--- src/rtl/fifo_uart_tx_if.sv ---
// fifo_uart_tx_if
// Groups the FIFO read port and the serial-side status outputs of the UART
// transmitter into one bundle. clk and rst are not part of the bundle.
//
// Signals:
//   fifo_empty  FIFO empty flag (FIFO -> transmitter)
//   fifo_dout   FIFO read data, valid the cycle after fifo_rd_en (FIFO -> transmitter)
//   fifo_rd_en  one-cycle FIFO read strobe per byte (transmitter -> FIFO)
//   tx          serial line, idles high
//   busy        transmitter is not idle
//   frame_done  pulse on the last cycle of the final stop bit
//
// Modports:
//   master  the transmitter (drains the FIFO, drives the line)
//   slave   the FIFO / environment side
interface fifo_uart_tx_if;
  logic       fifo_empty;
  logic [7:0] fifo_dout;
  logic       fifo_rd_en;
  logic       tx;
  logic       busy;
  logic       frame_done;

  modport master (
    input  fifo_empty,
    input  fifo_dout,
    output fifo_rd_en,
    output tx,
    output busy,
    output frame_done
  );

  modport slave (
    output fifo_empty,
    output fifo_dout,
    input  fifo_rd_en,
    input  tx,
    input  busy,
    input  frame_done
  );
endinterface

--- src/rtl/fifo_uart_tx.sv ---
// fifo_uart_tx
// Drain stage for a 16x8 synchronous FIFO: pops one byte at a time whenever
// the FIFO is non-empty and serialises it as an async UART frame on tx
// (start bit, 8 data bits LSB first, optional even parity, 1 or 2 stop bits).
//
// Parameters:
//   CLKS_PER_BIT  clk cycles per serial bit (>= 2)
//   STOP_BITS     number of stop bits (1 or 2)
//
// Ports:
//   clk   system clock, all flops on its rising edge
//   rst   synchronous active-high reset
//   bus   fifo_uart_tx_if.master: fifo_empty, fifo_dout in;
//         fifo_rd_en, tx, busy, frame_done out
//
// Build option:
//   UART_TX_PARITY_EN  when defined, an even parity bit is sent after D7.
module fifo_uart_tx #(
  parameter int CLKS_PER_BIT = 16,
  parameter int STOP_BITS    = 1
) (
  input logic            clk,
  input logic            rst,
  fifo_uart_tx_if.master bus
);

  localparam int BW       = (CLKS_PER_BIT > 1) ? $clog2(CLKS_PER_BIT) : 1;
  localparam int SW       = $clog2(2 * CLKS_PER_BIT);
  localparam int STOP_LEN = STOP_BITS * CLKS_PER_BIT;

  localparam logic [BW-1:0] BAUD_LAST = BW'(CLKS_PER_BIT - 1);
  localparam logic [SW-1:0] STOP_LAST = SW'(STOP_LEN - 1);

  typedef enum logic [2:0] {
    IDLE,
    LOAD,
    START,
    DATA,
`ifdef UART_TX_PARITY_EN
    PARITY,
`endif
    STOP
  } state_t;

  state_t        state;
  state_t        state_next;
  logic [BW-1:0] baud_cnt;
  logic [2:0]    bit_cnt;
  logic [SW-1:0] stop_cnt;
  logic [7:0]    shreg;
  logic          tx_q;
  logic          rd_en;
  logic          baud_done;
  logic          stop_done;
`ifdef UART_TX_PARITY_EN
  logic          parity_bit;
`endif

  assign baud_done = (baud_cnt == BAUD_LAST);
  assign stop_done = (stop_cnt == STOP_LAST);

  // A fetch is only ever issued from IDLE, so at most one byte is in flight;
  // rst gates it so a reset cycle never consumes a byte that would be lost.
  assign rd_en = (state == IDLE) && !bus.fifo_empty && !rst;

  assign bus.fifo_rd_en = rd_en;
  assign bus.tx         = tx_q;
  assign bus.busy       = (state != IDLE);
  assign bus.frame_done = (state == STOP) && stop_done;

  always_ff @(posedge clk) begin
    if (rst) begin
      state <= IDLE;
    end else begin
      state <= state_next;
    end
  end

  always_comb begin
    state_next = state;
    case (state)
      IDLE:  if (rd_en) state_next = LOAD;
      LOAD:  state_next = START;
      START: if (baud_done) state_next = DATA;
      DATA: begin
        if (baud_done && (bit_cnt == 3'd7)) begin
`ifdef UART_TX_PARITY_EN
          state_next = PARITY;
`else
          state_next = STOP;
`endif
        end
      end
`ifdef UART_TX_PARITY_EN
      PARITY: if (baud_done) state_next = STOP;
`endif
      STOP:  if (stop_done) state_next = IDLE;
      default: state_next = IDLE;
    endcase
  end

  // tx is registered, so each state's line level is loaded on the edge that
  // enters the state; this keeps every bit exactly CLKS_PER_BIT cycles wide.
  always_ff @(posedge clk) begin
    if (rst) begin
      tx_q     <= 1'b1;
      shreg    <= '0;
      baud_cnt <= '0;
      bit_cnt  <= '0;
      stop_cnt <= '0;
`ifdef UART_TX_PARITY_EN
      parity_bit <= 1'b0;
`endif
    end else begin
      case (state)
        IDLE: begin
          tx_q     <= 1'b1;
          baud_cnt <= '0;
          bit_cnt  <= '0;
          stop_cnt <= '0;
        end
        LOAD: begin
          shreg    <= bus.fifo_dout;
          tx_q     <= 1'b0;
          baud_cnt <= '0;
`ifdef UART_TX_PARITY_EN
          parity_bit <= ^bus.fifo_dout;
`endif
        end
        START: begin
          if (baud_done) begin
            baud_cnt <= '0;
            tx_q     <= shreg[0];
          end else begin
            baud_cnt <= baud_cnt + 1'b1;
          end
        end
        DATA: begin
          if (baud_done) begin
            baud_cnt <= '0;
            bit_cnt  <= bit_cnt + 3'd1;
            if (bit_cnt == 3'd7) begin
`ifdef UART_TX_PARITY_EN
              tx_q <= parity_bit;
`else
              tx_q <= 1'b1;
`endif
            end else begin
              // The next bit is shreg[1] now, shreg[0] after the shift.
              shreg <= {1'b0, shreg[7:1]};
              tx_q  <= shreg[1];
            end
          end else begin
            baud_cnt <= baud_cnt + 1'b1;
          end
        end
`ifdef UART_TX_PARITY_EN
        PARITY: begin
          if (baud_done) begin
            baud_cnt <= '0;
            tx_q     <= 1'b1;
          end else begin
            baud_cnt <= baud_cnt + 1'b1;
          end
        end
`endif
        STOP: begin
          tx_q <= 1'b1;
          if (stop_done) begin
            stop_cnt <= '0;
          end else begin
            stop_cnt <= stop_cnt + 1'b1;
          end
        end
        default: begin
          tx_q <= 1'b1;
        end
      endcase
    end
  end

endmodule

--- src/flat_wrapper.sv ---
// flat-port wrapper written by rule: the top's interface ports become plain ports
module fifo_uart_tx_flat 
#(
  parameter int CLKS_PER_BIT = 16,
  parameter int STOP_BITS    = 1
)
  (clk, rst, bus_fifo_empty, bus_fifo_dout, bus_fifo_rd_en, bus_tx, bus_busy, bus_frame_done);
  fifo_uart_tx_if bus_i ();
  input logic clk;
  input logic rst;
  input wire logic [$bits(bus_i.fifo_empty)-1:0] bus_fifo_empty;
  input wire logic [$bits(bus_i.fifo_dout)-1:0] bus_fifo_dout;
  output wire logic [$bits(bus_i.fifo_rd_en)-1:0] bus_fifo_rd_en;
  output wire logic [$bits(bus_i.tx)-1:0] bus_tx;
  output wire logic [$bits(bus_i.busy)-1:0] bus_busy;
  output wire logic [$bits(bus_i.frame_done)-1:0] bus_frame_done;
  assign bus_i.fifo_empty = bus_fifo_empty;
  assign bus_i.fifo_dout = bus_fifo_dout;
  assign bus_fifo_rd_en = bus_i.fifo_rd_en;
  assign bus_tx = bus_i.tx;
  assign bus_busy = bus_i.busy;
  assign bus_frame_done = bus_i.frame_done;
  fifo_uart_tx #(.CLKS_PER_BIT(CLKS_PER_BIT), .STOP_BITS(STOP_BITS)) u_core (.clk(clk), .rst(rst), .bus(bus_i));
endmodule
--- config.mk ---
export PLATFORM = sky130hd
export DESIGN_NAME = fifo_uart_tx_flat
export DESIGN_NICKNAME = d
export VERILOG_FILES = /design/src/rtl/fifo_uart_tx_if.sv /design/src/rtl/fifo_uart_tx.sv /design/src/flat_wrapper.sv
export SDC_FILE = /design/constraint.sdc
export NUM_CORES = 1
export LEC_CHECK = 0
export CAP_MARGIN = 15
export CORE_ASPECT_RATIO = 1.5
export CORE_MARGIN = 8
export CORE_UTILIZATION = 54
export CTS_CLUSTER_SIZE = 20
export DETAILED_ROUTE_END_ITERATION = 6
export GPL_TIMING_DRIVEN = 0
export PLACE_DENSITY = 0.77
export SYNTH_ARGS = -nofsm -noshare
export SYNTH_HDL_FRONTEND = slang
export SYNTH_SLANG_ARGS = --single-unit
--- constraint.sdc ---
create_clock -name clk -period 2.1 [get_ports clk]
set_clock_uncertainty 0.15 [all_clocks]
set_input_delay 0.42 -clock clk [delete_from_list [all_inputs] [get_ports clk]]
set_output_delay 0.42 -clock clk [all_outputs]
set_load 0.05 [all_outputs]
==> qor.txt, run 1 <==
status = finished clean
worst path required time = 1530 ps
WP buf/inv = 3
Placeable Area = 2390 um2
Setup Crit Path Kind = flop to output port
hold path start = u_core.stop_cnt[4]$_SDFFE_PP0P_
most frequent cells in the layout = nand3_1 (23), dfxtp_1 (22), a21oi_1 (14), a31oi_1 (13), nand4_1 (11)
initial antenna violation count = 0
first-pass GRT wire length = 6130 um
Final Cycle Share = 98.2%
Die Span Y = 76.6 um
CTS tree = built
prevailing post-synth register cell = dfxtp_1
max-cap viol count = 0
pin count of the biggest net entering global routing = 14
Layout Nets = 200
Synth area leader = dfxtp_1
Max transition margin = 62.2%
Hold Path Class = flop to flop
largest delay contributor family on the critical path = buffers and inverters
ANT nets after route = 0
count of flip-flops with a built-in enable after synthesis = 0
ANT cells = 0
WL/cell = 17.4 um
Peak VDD IR = 0.000413 V
R2R Setup Slk = 140 ps
vias per cell = 6.61
CTS buffer count = 3
# setup viols final = 0
leakage = 0.000561 uW
sequential-to-total area share from yosys stat = 36.3%
syn_nets = 177
Crit. Startpoint = u_core.state[0]$_SDFFE_PP0P_
share of the synthesized area in the top cell type = 36.3%
H-tree depth = 1
R2R cell count = 6
crit path DAT = 1490 ps
crit path max fanout = 10
Die Width = 56.4 um
highest clock rate = 485 MHz
vias in the first global route = 1,383
Synth cell types = 36
Most common cell on crit path = buf_8
Initial DRC Count = 45
share of layout cells above drive strength 1 = 14.7%
Initial Util = 55.2%
vias = 1,374
Mean Syn Cell Area = 8.16 um2
die footprint = 4320 um2
CP Cell Sequence = buf_8 > buf_8 > or3_4 > buf_8
Async SR Flop Fraction = 0%
Hold Violations, Final = 0
Final Core Density = 66.9%
crit path capture type = output port
Cells after Synth = 162
minimum clock period = 2060 ps
Layout Cells excl Fill = 208
Total Wirelength = 3620 um
total iterations of the first detailed-routing run = 4
Power Density = 601 nW/um2
drc violations = 0
FF+latch count, synth = 24
Layout fillers = 225
Worst path max stage delay = 380 ps
Longest Clk Path Bufs = 2
total track usage = 16.7%
cts hold-fix bufs = 0
max-slew violations = 0
# rows = 22
clock sink count = 24
post-synthesis instance area = 1320 um2
GRT Residual Overflow = 0
Slew @ Worst Pin = 567 ps
placed insts = 200
Crit-path slowest cell = dfxtp_4
Area Growth Syn to Fin = 21.2%
Yosys warning count = 0
number of top-level pins = 15
most common cell after layout, fill and taps aside = nand3_1
Hold Crit Depth = 1
Post-DP HPWL = 2610 um
Reg clk slew, reported paths = 140 ps
Buffers on Ports = 14
Critical Path Source Type = flop
reg2reg start = u_core.bit_cnt[0]$_SDFFE_PP0P_
clock root cell = clkbuf_4
Worst Hold Endpoint = u_core.stop_cnt[4]$_SDFFE_PP0P_
Clock Latency Late Sink = 320 ps
Tot Pwr = 963 uW
Synth area leaders = dfxtp_1 (36%), nand3_1 (8.7%), a31oi_1 (6.1%)
Placer Congestion = 0.851
r2r endpoint = u_core.shreg[3]$_SDFFE_PP0P_
routing by layer:
layer / vias to the layer above / GRT usage (%) / part of all wire [%]
met1: 667 / 17.9 / 40
met5: - / 0 / 0
li1: 667 / - / -
met4: 0 / 5.31 / 1.1
met3: 4 / 3.83 / 4.4
met2: 36 / 30.5 / 55
where the power goes:
part           switching [uW]  internal [uW]
logic                     122           97.3
clock network             147            106
registers                16.8            475
total                     285            678
metrics by stage:
stage / instance area [um2] / hold slack [ps] / setup slack, ps / setup TNS, ps
2_1_floorplan: 1320 / 301 / 98.0 / 0
3_3_place_gp: 1490 / 315 / -534 / -1120
3_5_place_dp: 1490 / 325 / -542 / -1160
4_1_cts: 1540 / 344 / 12.6 / 0
5_1_grt: 1600 / 352 / -2.90 / -2.90
6_report: 1600 / 340 / 38.6 / 0
cells by family (layout without fill, tap and decap cells):
family                   Yosys count  in the layout  synth area share, %
AND/OR/NAND/NOR                   74             74                 34.9
AO/OA/AOI/OAI                     40             40                 18.4
flip-flops                        24             24                 36.3
buffers and inverters             19             41                 5.96
adder cells (fa/ha/maj)            4              4                 3.78
XOR/XNOR                           1              1                0.662
worst register-to-register path: cells and delay by family, from the launching register on:
kind                       cells  cell delay [ps]
adders and majority gates      2              470
and+or+nand+nor                2              420
DFF                            1              370
buffers and inverters          1              290
AOI/OAI and AO/OA              1              200
sequential cells by signal, indices dropped and copies added (netlist names):
register and cells:
u_core.baud_cnt 4, u_core.bit_cnt 3, u_core.bus.tx 1, u_core.shreg 8, u_core.state 3, u_core.stop_cnt 5
cells in the mapped netlist, types with 3 or more instances:
cell type   n
or3_1       3
nand2_1     6
buf_2       5
ha_1        4
nor2b_1     3
dfxtp_1    24
nand3_1    23
nand4_1    11
a21oi_1    14
a31oi_1    13
o21ai_0     6
nand3b_1    3
nor4bb_1    5
nor2_1      5
clkbuf_1    9
timing repair:
action | 4_1_cts | 5_1_grt
gates cloned | 0 | 0
pin swaps | 0 | 0
setup endpoints to repair | 3 | 4
resized for setup | 26 | 10
buffers inserted | 0 | 4
cell type report:
class                           instances  area, um2  area share [%]
Multi-Input combinational cell        119        776            48.4
Sequential cell                        24        485            30.3
Timing Repair Buffer                   18        173            10.8
Buffer                                 17       95.1            5.93
Clock buffer                            4       36.3            2.26
Tap cell                               24       30.0            1.87
Inverter                                2       7.51           0.468
worst max-delay path by stage:
| stage | to | slack (ps) | cells after the start |
|---|---|---|---|
| 2_1_floorplan | bus_frame_done | 100 | 2 |
| 3_3_place_gp | bus_fifo_rd_en | -530 | 4 |
| 3_5_place_dp | bus_fifo_rd_en | -540 | 4 |
| 4_1_cts | bus_frame_done | 10 | 4 |
| 5_1_grt | u_core.shreg[4]$_SDFFE_PP0P_ | -3 | 6 |
| 6_report | bus_busy | 40 | 4 |
No activity file was read; power rests on OpenSTA's default activity.
==> run 2, diff against run 1 <==
Settings changed: SLEW_MARGIN set to 20.
==> results of run 2 <==
Final layout, timing and power as in run 1 (identical DEF).
==> run 3, diff against run 2 <==
Settings changed: CTS_CLUSTER_SIZE 20 to 8, SKIP_LAST_GASP set to 1.
==> qor.txt, run 3 (synthesis results as in run 1) <==
status = finished clean
Post-DP Area = 1490 um2 (unchanged)
leakage = 0.000548 uW (-2.2%)
# rows = 22 (unchanged)
most common cell after layout, fill and taps aside = nand3_1
Crit-path slowest cell = or3_4
clock sink count = 24 (unchanged)
Area Growth Syn to Fin = 19.5%
Layout fillers = 233 (+3.6%)
Total Wirelength = 3580 um (-1.2%)
Reg clk slew, reported paths = 140 ps (about the same)
minimum clock period = 2090 ps (+25.3 ps)
Die Width = 56.4 um (unchanged)
share of layout cells above drive strength 1 = 13.7% (-0.94 points)
vias per cell = 6.60 (about the same)
drc violations = 0 (unchanged)
clock root cell = clkbuf_4
crit path max fanout = 10 (unchanged)
max-slew violations = 0 (unchanged)
crit path DAT = 1520 ps (+30 ps)
max-cap viol count = 0 (unchanged)
number of top-level pins = 15 (unchanged)
Worst path max stage delay = 380 ps (about the same)
ANT nets after route = 0 (unchanged)
Slew @ Worst Pin = 561 ps (-6.37 ps)
die footprint = 4320 um2 (unchanged)
Clock Latency Late Sink = 320 ps (about the same)
R2R cell count = 6 (unchanged)
Initial Util = 55.2% (unchanged)
Hold Path Class = flop to flop
WL/cell = 17.4 um (-0.23%)
biggest regs = u_core.shreg x8, u_core.stop_cnt x5, u_core.baud_cnt x4
Reg with most FFs = u_core.shreg
CTS tree = built
largest delay contributor family on the critical path = buffers and inverters
Placer Congestion = 0.851 (unchanged)
highest clock rate = 479 MHz (-1.2%)
Die Span Y = 76.6 um (unchanged)
pin count of the biggest net entering global routing = 14 (unchanged)
total iterations of the first detailed-routing run = 4 (unchanged)
design area = 1580 um2 (-1.4%)
most frequent cells in the layout = nand3_1 (23), dfxtp_1 (22), a21oi_1 (14), a31oi_1 (13), nand4_1 (11)
Max transition margin = 62.6% (+0.42 points)
CP Cell Sequence = buf_6 > clkbuf_8 > or3_4 > buf_8
Fin Setup TNS = 0 ps (unchanged)
Setup Crit Path Kind = flop to output port
first-pass GRT wire length = 6130 um (+0.11%)
Hold Crit Depth = 1 (unchanged)
hold path start = u_core.stop_cnt[4]$_SDFFE_PP0P_
WP buf/inv = 3 (unchanged)
reg2reg start = u_core.bit_cnt[0]$_SDFFE_PP0P_
CTS buffer count = 3 (unchanged)
initial antenna violation count = 0 (unchanged)
ANT cells = 0 (unchanged)
Power Density = 604 nW/um2 (+0.52%)
Final Cycle Share = 99.4% (+1.2 points)
GRT Residual Overflow = 0 (unchanged)
H-tree depth = 1 (unchanged)
vias = 1,360 (-1.0%)
cts hold-fix bufs = 0 (unchanged)
Placeable Area = 2390 um2 (unchanged)
Hold Violations, Final = 0 (unchanged)
r2r endpoint = u_core.shreg[3]$_SDFFE_PP0P_
Peak VDD IR = 0.000415 V (+0.48%)
worst path required time = 1530 ps (about the same)
crit path capture type = output port
R2R Setup Slk = 150 ps (about the same)
Largest register FFs = 8 (unchanged)
total track usage = 16.8% (+0.099 points)
vias in the first global route = 1,384 (+0.072%)
Buffers on Ports = 14 (unchanged)
Longest Clk Path Bufs = 2 (unchanged)
# setup viols final = 0 (unchanged)
Layout Nets = 198 (-1.0%)
Post-DP HPWL = 2610 um (unchanged)
Worst Hold Endpoint = u_core.stop_cnt[4]$_SDFFE_PP0P_
Critical Path Source Type = flop
Initial DRC Count = 66 (+47%)
RSZ-0062 raised after global routing = yes
==> run 3: cell types whose count changed in the layout (fill, tap and decap cells not counted), sizes merged <==
| cell | previous run | this run |
|---|---|---|
| buf | 14 | 11 |
| clkbuf | 14 | 15 |
==> run 3: layout make-up <==
type / instances / area [um2] / area share (%)
Multi-Input combinational cell: 119 / 776 / 49.1
Sequential cell: 24 / 483 / 30.6
Timing Repair Buffer: 16 / 158 / 9.98
Buffer: 17 / 90.1 / 5.70
Clock buffer: 4 / 36.3 / 2.30
Tap cell: 24 / 30.0 / 1.90
Inverter: 2 / 7.51 / 0.475
==> run 3: worst max-delay path by stage <==
stage	start	endpoint	cells after the start
floorplan	u_core.state[2]$_SDFFE_PP0P_	bus_frame_done	2
global placement	rst	bus_fifo_rd_en	4
detailed placement	rst	bus_fifo_rd_en	4
CTS	u_core.state[0]$_SDFFE_PP0P_	bus_busy	4
global route	u_core.state[0]$_SDFFE_PP0P_	bus_busy	4
finish	u_core.state[0]$_SDFFE_PP0P_	bus_busy	4
==> run 3: metrics by stage <==
stage               utilization, %  instances  setup WS (ps)  power (uW)  hold WS, ps
floorplan                        -        162           98.0         625          301
global placement              62.3        200           -534         686          315
detailed placement            62.3        200           -542         693          325
CTS                           64.2        204          -40.2         945          344
global route                  66.0        206          -20.6         991          352
finish                        66.0        206           13.3         955          340
==> run 3: power by group <==
group	switching [uW]	internal [uW]
clock	147	106
combinational	119	90.6
sequential	16.6	475
==> run 3: per-layer routing <==
layer  share of wire, %  up-vias  GRT usage (%)
met4               0.81        0           6.52
met1                 39      647           17.8
met3                5.3        5           4.00
met2                 55       45           30.3
met5                  0        -              0
li1                   -      663              -
==> run 3: repair_timing <==
action / CTS / global route
setup endpoints to repair: 3 / 4
endpoints found under the hold margin: 0 / 0
pin swaps: 0 / 0
buffers inserted: 0 / 2
gates resized for setup: 24 / 10
